--- src/rtl/decode_stage_pkg.sv ---
// Decode stage shared definitions: opcode constants, instruction formats,
// FSM states and the opcode-to-format lookup used by decode_stage.
package decode_stage_pkg;

  localparam logic [4:0] OP_HALT  = 5'b00000;
  localparam logic [4:0] OP_NOP   = 5'b00001;
  localparam logic [4:0] OP_J     = 5'b00100;
  localparam logic [4:0] OP_JR    = 5'b00101;
  localparam logic [4:0] OP_JAL   = 5'b00110;
  localparam logic [4:0] OP_JALR  = 5'b00111;
  localparam logic [4:0] OP_ADDI  = 5'b01000;
  localparam logic [4:0] OP_SUBI  = 5'b01001;
  localparam logic [4:0] OP_XORI  = 5'b01010;
  localparam logic [4:0] OP_ANDNI = 5'b01011;
  localparam logic [4:0] OP_BEQZ  = 5'b01100;
  localparam logic [4:0] OP_BNEZ  = 5'b01101;
  localparam logic [4:0] OP_BLTZ  = 5'b01110;
  localparam logic [4:0] OP_BGEZ  = 5'b01111;
  localparam logic [4:0] OP_ST    = 5'b10000;
  localparam logic [4:0] OP_LD    = 5'b10001;
  localparam logic [4:0] OP_SLBI  = 5'b10010;
  localparam logic [4:0] OP_STU   = 5'b10011;
  localparam logic [4:0] OP_ROLI  = 5'b10100;
  localparam logic [4:0] OP_SLLI  = 5'b10101;
  localparam logic [4:0] OP_RORI  = 5'b10110;
  localparam logic [4:0] OP_SRLI  = 5'b10111;
  localparam logic [4:0] OP_LBI   = 5'b11000;
  localparam logic [4:0] OP_BTR   = 5'b11001;
  localparam logic [4:0] OP_SHIFT = 5'b11010;
  localparam logic [4:0] OP_ADD   = 5'b11011;
  localparam logic [4:0] OP_SEQ   = 5'b11100;
  localparam logic [4:0] OP_SLT   = 5'b11101;
  localparam logic [4:0] OP_SLE   = 5'b11110;
  localparam logic [4:0] OP_SCO   = 5'b11111;

  typedef enum logic [1:0] {FMT_R, FMT_I1, FMT_I2, FMT_J} fmt_e;

  typedef enum logic {ST_RUN, ST_HALTED} state_e;

  typedef struct packed {
    logic legal;
    fmt_e fmt;
  } op_info_t;

  // Unknown opcodes report legal=0 and fall back to R format.
  function automatic op_info_t op_info(input logic [4:0] op);
    op_info_t r;
    r.legal = 1'b1;
    r.fmt   = FMT_R;
    case (op)
      OP_HALT, OP_NOP, OP_BTR, OP_SHIFT, OP_ADD,
      OP_SEQ, OP_SLT, OP_SLE, OP_SCO:                 r.fmt = FMT_R;
      OP_ADDI, OP_SUBI, OP_XORI, OP_ANDNI, OP_ST, OP_LD,
      OP_STU, OP_ROLI, OP_SLLI, OP_RORI, OP_SRLI:     r.fmt = FMT_I1;
      OP_JR, OP_JALR, OP_BEQZ, OP_BNEZ, OP_BLTZ,
      OP_BGEZ, OP_SLBI, OP_LBI:                       r.fmt = FMT_I2;
      OP_J, OP_JAL:                                   r.fmt = FMT_J;
      default:                                        r.legal = 1'b0;
    endcase
    return r;
  endfunction

endpackage

--- src/rtl/decode_stage_rf.sv ---
// 8-entry register file, two combinational read ports, one write port.
// With DECODE_STAGE_BYPASS_EN defined, a read of the register being written
// in the same cycle returns the incoming write data.
module decode_stage_rf #(
  parameter int DATA_W = 16
) (
  input  logic              clk,
  input  logic              rst,
  input  logic              wr_en,
  input  logic [2:0]        wr_sel,
  input  logic [DATA_W-1:0] wr_data,
  input  logic [2:0]        rd_sel_a,
  input  logic [2:0]        rd_sel_b,
  output logic [DATA_W-1:0] rd_a,
  output logic [DATA_W-1:0] rd_b
);

  logic [DATA_W-1:0] regs [8];

  // Register storage; writes are independent of pipeline state.
  always_ff @(posedge clk or posedge rst) begin
    if (rst) begin
      for (int i = 0; i < 8; i++) regs[i] <= '0;
    end else if (wr_en) begin
      regs[wr_sel] <= wr_data;
    end
  end

  // Read ports, optionally forwarding the same-cycle write.
  always_comb begin
`ifdef DECODE_STAGE_BYPASS_EN
    rd_a = (wr_en && (wr_sel == rd_sel_a)) ? wr_data : regs[rd_sel_a];
    rd_b = (wr_en && (wr_sel == rd_sel_b)) ? wr_data : regs[rd_sel_b];
`else
    rd_a = regs[rd_sel_a];
    rd_b = regs[rd_sel_b];
`endif
  end

endmodule

--- src/rtl/decode_stage.sv ---
// Decode stage: accepts 16-bit instructions, reads operands, decodes format
// and immediate, and presents a registered bundle one cycle later.
// Handshake: a transfer happens on a rising edge where valid && ready are
// both high; a held bundle stays stable until out_ready is seen.
// The RUN/HALTED FSM state is visible on the halted output.
// Optional macro DECODE_STAGE_BYPASS_EN enables write-before-read in the
// register file.
module decode_stage
  import decode_stage_pkg::*;
#(
  parameter int DATA_W      = 16,
  parameter int ILLEGAL_ERR = 1
) (
  input  logic              clk,
  input  logic              rst,
  input  logic              in_valid,
  output logic              in_ready,
  input  logic [15:0]       instr,
  input  logic              wb_en,
  input  logic [2:0]        wb_sel,
  input  logic [DATA_W-1:0] wb_data,
  output logic              out_valid,
  input  logic              out_ready,
  output logic [DATA_W-1:0] out_a,
  output logic [DATA_W-1:0] out_b,
  output logic [DATA_W-1:0] out_imm,
  output logic [2:0]        out_wr_sel,
  output logic [4:0]        out_opcode,
  output logic [1:0]        out_funct,
  output logic              out_dump,
  output logic              halted,
  output logic              err
);

  state_e            state, state_next;
  op_info_t          info;
  logic              accept;
  logic              is_halt;
  logic [DATA_W-1:0] rd_a, rd_b;
  logic [DATA_W-1:0] dec_imm;
  logic [2:0]        dec_wr_sel;

  assign in_ready = (state == ST_RUN) && (!out_valid || out_ready);
  assign accept   = in_valid && in_ready;
  assign info     = op_info(instr[15:11]);
  assign is_halt  = (instr[15:11] == OP_HALT);
  assign halted   = (state == ST_HALTED);

  decode_stage_rf #(.DATA_W(DATA_W)) u_rf (
    .clk      (clk),
    .rst      (rst),
    .wr_en    (wb_en),
    .wr_sel   (wb_sel),
    .wr_data  (wb_data),
    .rd_sel_a (instr[10:8]),
    .rd_sel_b (instr[7:5]),
    .rd_a     (rd_a),
    .rd_b     (rd_b)
  );

  // Destination index and sign-extended immediate by instruction format.
  always_comb begin
    dec_wr_sel = instr[4:2];
    dec_imm    = '0;
    case (info.fmt)
      FMT_I1: begin
        dec_wr_sel = instr[7:5];
        dec_imm    = {{(DATA_W-5){instr[4]}}, instr[4:0]};
      end
      FMT_I2: begin
        dec_wr_sel = instr[10:8];
        dec_imm    = {{(DATA_W-8){instr[7]}}, instr[7:0]};
      end
      FMT_J: begin
        dec_wr_sel = 3'd7;
        dec_imm    = {{(DATA_W-11){instr[10]}}, instr[10:0]};
      end
      default: ;
    endcase
  end

  // FSM state register.
  always_ff @(posedge clk or posedge rst) begin
    if (rst) state <= ST_RUN;
    else     state <= state_next;
  end

  // FSM next state: HALT accepted in RUN parks the stage until reset.
  always_comb begin
    state_next = state;
    if ((state == ST_RUN) && accept && is_halt) state_next = ST_HALTED;
  end

  // Output bundle register: load on accept, drop valid once consumed.
  always_ff @(posedge clk or posedge rst) begin
    if (rst) begin
      out_valid  <= 1'b0;
      out_a      <= '0;
      out_b      <= '0;
      out_imm    <= '0;
      out_wr_sel <= '0;
      out_opcode <= '0;
      out_funct  <= '0;
      out_dump   <= 1'b0;
    end else if (accept) begin
      out_valid  <= 1'b1;
      out_a      <= rd_a;
      out_b      <= rd_b;
      out_imm    <= dec_imm;
      out_wr_sel <= dec_wr_sel;
      out_opcode <= instr[15:11];
      out_funct  <= instr[1:0];
      out_dump   <= is_halt;
    end else if (out_ready) begin
      out_valid  <= 1'b0;
    end
  end

  // Sticky illegal-opcode flag.
  always_ff @(posedge clk or posedge rst) begin
    if (rst) begin
      err <= 1'b0;
    end else if (accept && !info.legal && (ILLEGAL_ERR != 0)) begin
      err <= 1'b1;
    end
  end

endmodule

--- config.mk ---
export PLATFORM = sky130hd
export DESIGN_NAME = decode_stage
export DESIGN_NICKNAME = d
export VERILOG_FILES = /design/src/rtl/decode_stage_pkg.sv /design/src/rtl/decode_stage_rf.sv /design/src/rtl/decode_stage.sv
export SDC_FILE = /design/constraint.sdc
export NUM_CORES = 1
export LEC_CHECK = 0
export ABC_CLOCK_PERIOD_IN_PS = 5350
export CAP_MARGIN = 20
export CORE_ASPECT_RATIO = 0.75
export CORE_UTILIZATION = 57
export DETAILED_ROUTE_END_ITERATION = 7
export GPL_TIMING_DRIVEN = 0
export PLACE_DENSITY = 0.8
export SETUP_SLACK_MARGIN = 0.02
export SLEW_MARGIN = 20
export SYNTH_ARGS = -nofsm -noshare
export SYNTH_HDL_FRONTEND = slang
export SYNTH_HIERARCHICAL = 1
export SYNTH_SLANG_ARGS = --single-unit
--- constraint.sdc ---
create_clock -name clk -period 5.35 [get_ports clk]
set_input_delay 1.3375 -clock clk [delete_from_list [all_inputs] [get_ports clk]]
set_output_delay 1.3375 -clock clk [all_outputs]
set_load 0.02 [all_outputs]
==> metrics.txt <==
ANT nets after route 0; largest family of logic cells by synthesized area multiplexers; die width 152 um; starting density of the core 0.591; via count 6354; top cells by count, synth dfrtp_1, mux2_2, nand2_1, mux4_1, mux4_2; Syn Nets 713; H-tree Lvls 4; Async SR Flop Fraction 1.00; RSZ-0062 raised after global routing no; crit path max fanout 6; Site Rows 40; Skew-Pair Late Insertion Delay 430 ps; Max IR drop VDD 242 uV; Synth Register Bits 185; CP bufs+invs 2; Max Root-Sink Buffers 2; Tcrit/Tclk final 0.797; Setup WS pre-CTS 1120 ps; GR met1 Demand/Resource 0.414; Crit path max-delay family buffers and inverters; final setup fails 0; synth warn 6; complex-gate fraction of the synthesized area 0.0267; largest net degree at the start of global routing 79; post-synthesis simple-gate area fraction 0.0846; Placed Area 10900 um2; clk_skew 8.98 ps; adder-cell share of the synthesized area 0; Clock Sinks 185; Hold Crit Class flip-flop to flip-flop; GR Util met3 0.0641; startpoint class of the critical path input port; P&R area growth vs syn 19.5%; Leak Pwr 5.06 nW; crit path cell chain clkdlybuf4s50_1 > nand2b_1 > nor2b_1 > clkdlybuf4s50_1; DR iter-0 viols 514; layout cells sized above 1 0.335; Post-CTS Resized 0; setup ws final 1080 ps; Gate Count Post-Synth 673; via/cell ratio 6.28; # nets final 829; Residual DRC 0; Seq/Total Area, Yosys 0.483; gr busiest metal met2; endpoints failing hold 0; Die Ht 114 um; crit path DAT 2930 ps; Port Buffer Count 95; maxcap violations 0; hold buffer count at cts 0; top cells by area, synth dfrtp_1, mux2_2, mux4_1; Syn Std Cell Area 9590 um2; Design Area, Final 11500 um2; top_reg_cell synth dfrtp_1; Inst Count DP 980; EDFF count, synth 0; Slowest-stage cell, CP clkdlybuf4s50_1; CP endpoint kind primary output; Final min period 4270 ps; CTS tree done; Avg WL per Cell 23.9 um; clock root buffer clkbuf_16; CP dominant cell by count clkdlybuf4s50_1; Synth Area in XOR/XNOR 0.00170; residual overflow from global routing 0; drt total wl 24200 um; biggest area consumer among synthesized cells dfrtp_1; power density cells 417 nW/um2; post-synth top area share 0.483; outcome finished clean; 1st-pass router iterations 4; most common cell in the netlist dfrtp_1; Total GRT Usage 0.301; Setup Buffers After CTS 0; setup_tns 0 ps; CP required 4010 ps; Final Wtd Congestion 0.814; Final HPWL DP 16100 um; Ports 103; Worst path max stage delay 620 ps; Final Max Tran Viols 0; layout filler cell count 1101; clock-pin slew on the worst setup and hold paths 60 ps; fmax 0.234 GHz; mux cell area share after synthesis 0.357; initial antenna violation count 0; vias in the first global route 6628; Slew @ Worst Pin 924 ps; Num CTS Buffers 17; Slew HR 0.384; post-route insts no fill 1012; number of inserted diodes 0; Die ar. 17400 um2; Syn Area/Cell 14.2 um2; Yosys cell types 54; Placeable Area 16200 um2; Setup CP Type input port to primary output; met2 Usage GRT 0.477; first-pass GRT wire length 37700 um
==> metrics by stage <==
| stage | hold WS (ps) | util | total power [mW] |
|---|---|---|---|
| 6_report | 472 | 0.707 | 4.78 |
| 2_1_floorplan | 465 | - | 2.88 |
| 3_3_place_gp | 454 | 0.666 | 3.41 |
| 3_5_place_dp | 462 | 0.670 | 3.50 |
| 5_1_grt | 488 | 0.707 | 4.99 |
| 4_1_cts | 478 | 0.707 | 4.79 |
==> logic make-up after synthesis <==
group | count (synthesis)
xor gates and xnor gates | 1
AOI/OAI and AO/OA | 33
DFF | 185
muxes | 225
and+or+nand+nor | 171
buffers and inverters | 58
==> state kept, by name (all words and copies together), names as in the netlist <==
signal and count:
halted 1, out_valid 1, out_opcode 5, out_a 16, out_imm 11, u_rf/regs 128
out_dump 1, out_b 16, out_wr_sel 3, err 1, out_funct 2
==> worst min-delay path, delay by kind of cell (launching register included) <==
family / cells / cell delay (ps)
flip-flops: 1 / 340
AND/OR/NAND/NOR: 2 / 100
==> power by group <==
part	switching (mW)	total (mW)	internal, mW
registers	0.246	2.01	1.76
clock network	0.524	1.28	0.760
logic	0.674	1.48	0.808
total	1.44	4.78	3.33
==> final timing paths <==
check	start	end	slack (ps)	cells past startpoint
worst max-delay path	out_ready	in_ready	1080	4
min in group asynchronous	rst	out_imm[7]$_DFFE_PP0P_	1230	2
max in group asynchronous	rst	u_rf/regs[70]$_DFFE_PP0P_	3180	3
worst max register to register	halted$_DFFE_PP0P_	out_b[9]$_DFFE_PP0P_	3460	5
worst min-delay path	out_a[8]$_DFFE_PP0P_	out_a[8]$_DFFE_PP0P_	470	2
worst min register to register	out_a[8]$_DFFE_PP0P_	out_a[8]$_DFFE_PP0P_	470	2
==> per-layer routing <==
metal	wire (um)	vias up
li1	-	2734
met1	10400	3306
met2	11600	258
met3	1530	56
met4	581	0
met5	0	-
==> final cells by class <==
type	count	area, um2	share of cell area
multi-input cells	430	4510	0.394
clock inverters	7	116	0.0102
plain buffers	55	439	0.0383
inverters	3	18.8	0.00164
repair buffers	97	1010	0.0878
flip-flops and latches	185	4630	0.404
well taps	210	263	0.0229
clock buffers	25	475	0.0415
==> cell usage in the layout (no fill, tap or decap), types with 4 or more instances in the layout <==
master           Yosys  layout
a21oi_1              9       9
buf_1                4       4
buf_12               4       4
buf_2               16      16
buf_4               14      14
buf_6               11      11
clkbuf_1             3       9
clkbuf_16            0      17
clkdlybuf4s50_1      0      95
dfrtp_1            185     185
mux2_1              10      10
mux2_2             150     150
mux4_1              46      46
mux4_2              18      18
nand2_1            131     131
nor2_1              12      12
o21ai_0              7       7
(Power assumes the default switching activity.)
